File: config.mk
export PLATFORM = sky130hd
export DESIGN_NAME = delay_credit_ctrl
export DESIGN_NICKNAME = d
export VERILOG_FILES = /design/src/rtl/delay_credit_ctrl.sv
export SDC_FILE = /design/constraint.sdc
export NUM_CORES = 1
export LEC_CHECK = 0
export BUFFER_PORTS_ARGS = -buffer_cell sky130_fd_sc_hd__buf_2
export CORE_MARGIN = 2
export CORE_UTILIZATION = 55
export CTS_BUF_LIST = sky130_fd_sc_hd__clkbuf_4 sky130_fd_sc_hd__clkbuf_8 sky130_fd_sc_hd__clkbuf_16
export DETAILED_ROUTE_END_ITERATION = 8
export PLACE_DENSITY = 0.81
export RECOVER_POWER = 25
export SKIP_LAST_GASP = 1
export SLEW_MARGIN = 25
export SYNTH_ARGS = -nofsm -noshare
export SYNTH_HDL_FRONTEND = slang
export SYNTH_SLANG_ARGS = --single-unit
File: constraint.sdc
create_clock -name CLK -period 6.8 [get_ports CLK]
set_input_delay 0.68 -clock CLK [delete_from_list [all_inputs] [get_ports CLK]]
set_output_delay 0.68 -clock CLK [all_outputs]
set_load 0.01 [all_outputs]
File: src/rtl/delay_credit_ctrl.sv
// delay_credit_ctrl: sequences a fixed-latency delay line feeding a BUF_DEPTH-entry buffer.
// Tracks per-slot valid bits alongside the data, throttles the producer with credits and
// provides a flush/drain sequence that reports completion with a one-cycle pulse.
module delay_credit_ctrl #(
    parameter int unsigned LATENCY   = 4,
    parameter int unsigned BUF_DEPTH = 8,
    parameter int unsigned CNT_W     = 4
) (
    input  logic             CLK,
    input  logic             RESET,
    input  logic             ENABLE,
    input  logic             FLUSH,
    input  logic             IN_VALID,
    output logic             IN_READY,
    output logic             OUT_VALID,
    input  logic             BUF_POP,
    output logic [CNT_W-1:0] CREDITS,
    output logic [CNT_W-1:0] INFLIGHT,
    output logic             BUSY,
    output logic             FLUSH_DONE,
    output logic             CREDIT_ERR
);

    localparam logic [CNT_W-1:0] CreditsFull = CNT_W'(BUF_DEPTH);

    typedef enum logic [1:0] {StIdle, StRun, StDrain} state_e;

    state_e             state_q;
    logic [LATENCY-1:0] vpipe_q, vpipe_d;
    logic [CNT_W-1:0]   credits_q, credits_d;
    logic [CNT_W-1:0]   inflight_q, inflight_d;
    logic               credit_err_q, credit_err_d;
    logic               flush_done_q;
    logic               accept;
    logic               pipe_empty_next;

    assign IN_READY   = (state_q == StRun) && (credits_q != '0);
    assign accept     = IN_VALID & IN_READY;
    assign OUT_VALID  = vpipe_q[LATENCY-1];
    assign CREDITS    = credits_q;
    assign INFLIGHT   = inflight_q;
    assign CREDIT_ERR = credit_err_q;
    assign FLUSH_DONE = flush_done_q;
    assign BUSY       = (state_q != StIdle) || (inflight_q != '0);

    // Pipe is empty after this edge; in DRAIN (no accepts) this covers the last word leaving now.
    assign pipe_empty_next = (inflight_d == '0);

    // Next-state for the valid pipe, in-flight count and credit bookkeeping.
    always_comb begin
        vpipe_d      = vpipe_q << 1;
        vpipe_d[0]   = accept;

        inflight_d   = inflight_q;
        if (accept && !OUT_VALID) begin
            inflight_d = inflight_q + CNT_W'(1);
        end else if (!accept && OUT_VALID) begin
            inflight_d = inflight_q - CNT_W'(1);
        end

        credits_d    = credits_q;
        credit_err_d = credit_err_q;
        if (accept && !BUF_POP) begin
            credits_d = credits_q - CNT_W'(1);
        end else if (BUF_POP && !accept) begin
            if (credits_q == CreditsFull) begin
                // Pop with nothing outstanding: saturate and flag the consumer's mistake.
                credit_err_d = 1'b1;
            end else begin
                credits_d = credits_q + CNT_W'(1);
            end
        end
    end

    // Datapath bookkeeping registers.
    always_ff @(posedge CLK) begin
        if (RESET) begin
            vpipe_q      <= '0;
            inflight_q   <= '0;
            credits_q    <= CreditsFull;
            credit_err_q <= 1'b0;
        end else begin
            vpipe_q      <= vpipe_d;
            inflight_q   <= inflight_d;
            credits_q    <= credits_d;
            credit_err_q <= credit_err_d;
        end
    end

    // Control FSM with registered drain-complete pulse.
    always_ff @(posedge CLK) begin
        if (RESET) begin
            state_q      <= StIdle;
            flush_done_q <= 1'b0;
        end else begin
            flush_done_q <= 1'b0;
            unique case (state_q)
                StIdle: begin
                    if (FLUSH) begin
                        // Already empty: finish immediately so the pulse lands one cycle later.
                        if (pipe_empty_next) begin
                            flush_done_q <= 1'b1;
                        end else begin
                            state_q <= StDrain;
                        end
                    end else if (ENABLE) begin
                        state_q <= StRun;
                    end
                end
                StRun: begin
                    if (FLUSH) begin
                        if (pipe_empty_next) begin
                            state_q      <= StIdle;
                            flush_done_q <= 1'b1;
                        end else begin
                            state_q <= StDrain;
                        end
                    end else if (!ENABLE) begin
                        state_q <= StIdle;
                    end
                end
                StDrain: begin
                    if (pipe_empty_next) begin
                        state_q      <= StIdle;
                        flush_done_q <= 1'b1;
                    end
                end
                default: state_q <= StIdle;
            endcase
        end
    end

endmodule

==> flow_summary.toml <==
[finish]
register_area_sq_um = 320
diodes = 0
multi_input_area_sq_um = 488
n_fill_cell = 133
area_growth_pct = 11.8
drive_gt1_frac = 0.213
nNetsFinal = 124

[setup_path]
crit_path_max_fanout = 7
crit_family = "simple AND/OR/NAND/NOR gates"
critPathMostFrequentCell = "ha_1"
cp_num_buf_inv = 1
path_class = "register to register"
cp-start-kind = "register"
path_cells = "nor4_1 > nand4bb_1 > inv_6 > ha_1 > ha_1 > a21o_1 > a21oi_1 > xnor2_1 > and3_2 > o21bai_1"
cp.arrival_ps = 2850
worstPathRequired_ps = 6990
crit_path_max_incr_delay_ps = 460
worstSetupEndpointType = "register"
cp_slowest_cell = "nand4bb_1"

[floorplanning]
initial_core_util = 0.584
core_area_sq_um = 1490
rows = 14
fp.dieW_um = 43.8
dieArea_sq_um = 1910
ios = 19
die_h_um = 43.8

[detailed_routing]
vias_per_cell = 5.41
routedWlPerCell_um = 13.0
vias = 671
drc = 0
drt_iter0_drc = 13
wl_mm = 1.62
first_pass_iters = 4
ant_nets = 0

[global_routing]
grt_start_max_net_pins = 16
antenna_found_initial = 0
grt_pass1_vias = 632
grt_use_total = 0.203
grt_first_pass_wirelength_mm = 2.88
overflow = 0

[synthesis]
postSynthCellCount = 90
synthMuxAreaShare = 0.0489
post_synth_xor_area_fraction = 0.0705
yosysWarnings = 0
yosys.cell_types.count = 32
avgSynthCellArea_sq_um = 9.66
ys_seq_area_frac = 0.368
ys_ff_latch = 16
async_flop_share = 0
synth_flop_cell = "dfxtp_1"
synth_top_family_by_area = "simple AND/OR/NAND/NOR gates"
synth_compound_area_frac = 0.0921
synth_nets = 104
yosys.area_share.adder = 0.147
syn_area_sq_um = 870
yosys.area_share.simple = 0.210
synth_edf_count = 0

[pwr]
p_per_area_nw_per_um2 = 224
p_leak_nw = 0.425
power.total_mw = 0.218
vdd_drop_max_uv = 132

[clocking]
cts-root-buf = "clkbuf_4"
path_clk_slew_ps = 90
clk_latency_ps = 290
cts-hold-fix-buffers = 0
cts_buffers = 3
post_cts_resized = 0
clk_path_buf_depth = 2
cts-htree-levels = 1
cts_tree = "yes"
clkSinkCount = 16
post-cts-setup-buffers = 0

[sta]
post-route-period-util = 0.391
fin_ws_ps = 4140
min_period_ps = 2660
worst_pin_slew_ps = 606
finalHoldViolations = 0
fin_setup_tns_ps = 0
rsz0062_at_grt = "false"
slew_headroom = 0.596
maxSlewViolCount = 0
finalSetupViolations = 0
fmax_ghz = 0.376
fin_worst_skew_ps = 7.01

[place]
pre_cts_ws_ps = 4040
gp_congestion = 0.873
io_buffers = 18
place_hpwl_mm = 1.24

[hold_path]
hold_path.class = "register to register"

[flow_run]
drv_cap = 0

[status]
status = "completed"
==> sequential cells by signal, indices dropped and copies added (netlist names) <==
signal	cells
FLUSH_DONE	1
CREDIT_ERR	1
state_q	2
vpipe_q	4
CREDITS	4
INFLIGHT	4
==> cell families (layout without fill, tap and decap cells) <==
group	after synthesis	count (layout)
AOI/OAI and AO/OA	13	13
xor gates and xnor gates	7	7
adders and majority gates	10	10
buffers and inverters	11	29
DFF	16	16
muxes	3	3
and+or+nand+nor	30	30
==> synth_stat cells, types with 2 or more instances <==
master / instances / share of area
a211oi_1: 2 / 0.017
a21oi_1: 3 / 0.017
a31oi_1: 4 / 0.029
dfxtp_1: 16 / 0.37
ha_1: 7 / 0.10
inv_1: 7 / 0.030
maj3_1: 2 / 0.023
mux2i_1: 2 / 0.023
nand2_1: 4 / 0.017
nor2_1: 8 / 0.035
nor2b_1: 3 / 0.022
nor3_1: 3 / 0.017
nor3b_1: 2 / 0.017
o21ai_0: 2 / 0.012
or2b_2: 2 / 0.020
xnor2_1: 7 / 0.071
==> power breakdown <==
group | switching, mW | leakage [nW] | total, mW | internal [mW]
Sequential | 0.0106 | 0.130 | 0.112 | 0.102
Combinational | 0.0306 | 0.281 | 0.0567 | 0.0260
Clock | 0.0285 | 0.0138 | 0.0491 | 0.0206
Total | 0.0698 | 0.425 | 0.218 | 0.148
==> layer usage <==
layer,GRT usage,share of wire,up-vias
met2,0.309,0.47,18
met5,0,0,-
li1,-,-,347
met1,0.271,0.46,306
met3,0.0875,0.067,0
met4,0.0364,0,0
==> worst paths after layout <==
check	endpoint	slack, ps	start	cells after the start
min	vpipe_q[1]	460	vpipe_q[0]	1
max reg2reg	CREDITS[3]	4140	CREDITS[3]	10
min reg2reg	vpipe_q[1]	460	vpipe_q[0]	1
max	CREDITS[3]	4140	CREDITS[3]	10
==> cells in the final DEF (no fill, tap or decap) <==
master / count
clkbuf_1: 3
ha_1: 7
or2b_2: 2
xnor2_1: 7
mux2i_4: 1
nand2_1: 4
o21ai_0: 2
nor4b_1: 1
mux2i_1: 2
and4b_1: 1
nor4_1: 2
inv_6: 1
a31oi_1: 4
nand4bb_1: 1
inv_1: 7
nor2_1: 8
nor3_1: 3
fa_1: 1
nand2b_1: 1
nand4b_1: 1
and3_2: 1
maj3_1: 2
dfxtp_1: 16
clkbuf_4: 3
a211oi_1: 2
nor3b_1: 2
nor2b_1: 3
a21o_1: 1
a21oi_1: 3
buf_2: 15
o21bai_1: 1
==> stage by stage <==
stage | std cells | hold slack, ps | area [sq um] | util
finish | 124 | 458 | 972 | 0.653
detailed placement | 121 | 428 | 960 | 0.645
floorplan | 90 | 414 | 870 | -
global placement | 121 | 428 | 960 | 0.645
global route | 124 | 474 | 972 | 0.653
CTS | 124 | 460 | 982 | 0.660
==> area by class of cell <==
| cell class | instances | area share |
|---|---|---|
| Multi-Input combinational cell | 63 | 0.502 |
| Sequential cell | 16 | 0.329 |
| Timing Repair Buffer | 18 | 0.0888 |
| Inverter | 8 | 0.0360 |
| Clock buffer | 3 | 0.0232 |
| Tap cell | 16 | 0.0206 |
No activity file was read; power rests on OpenSTA's default activity.
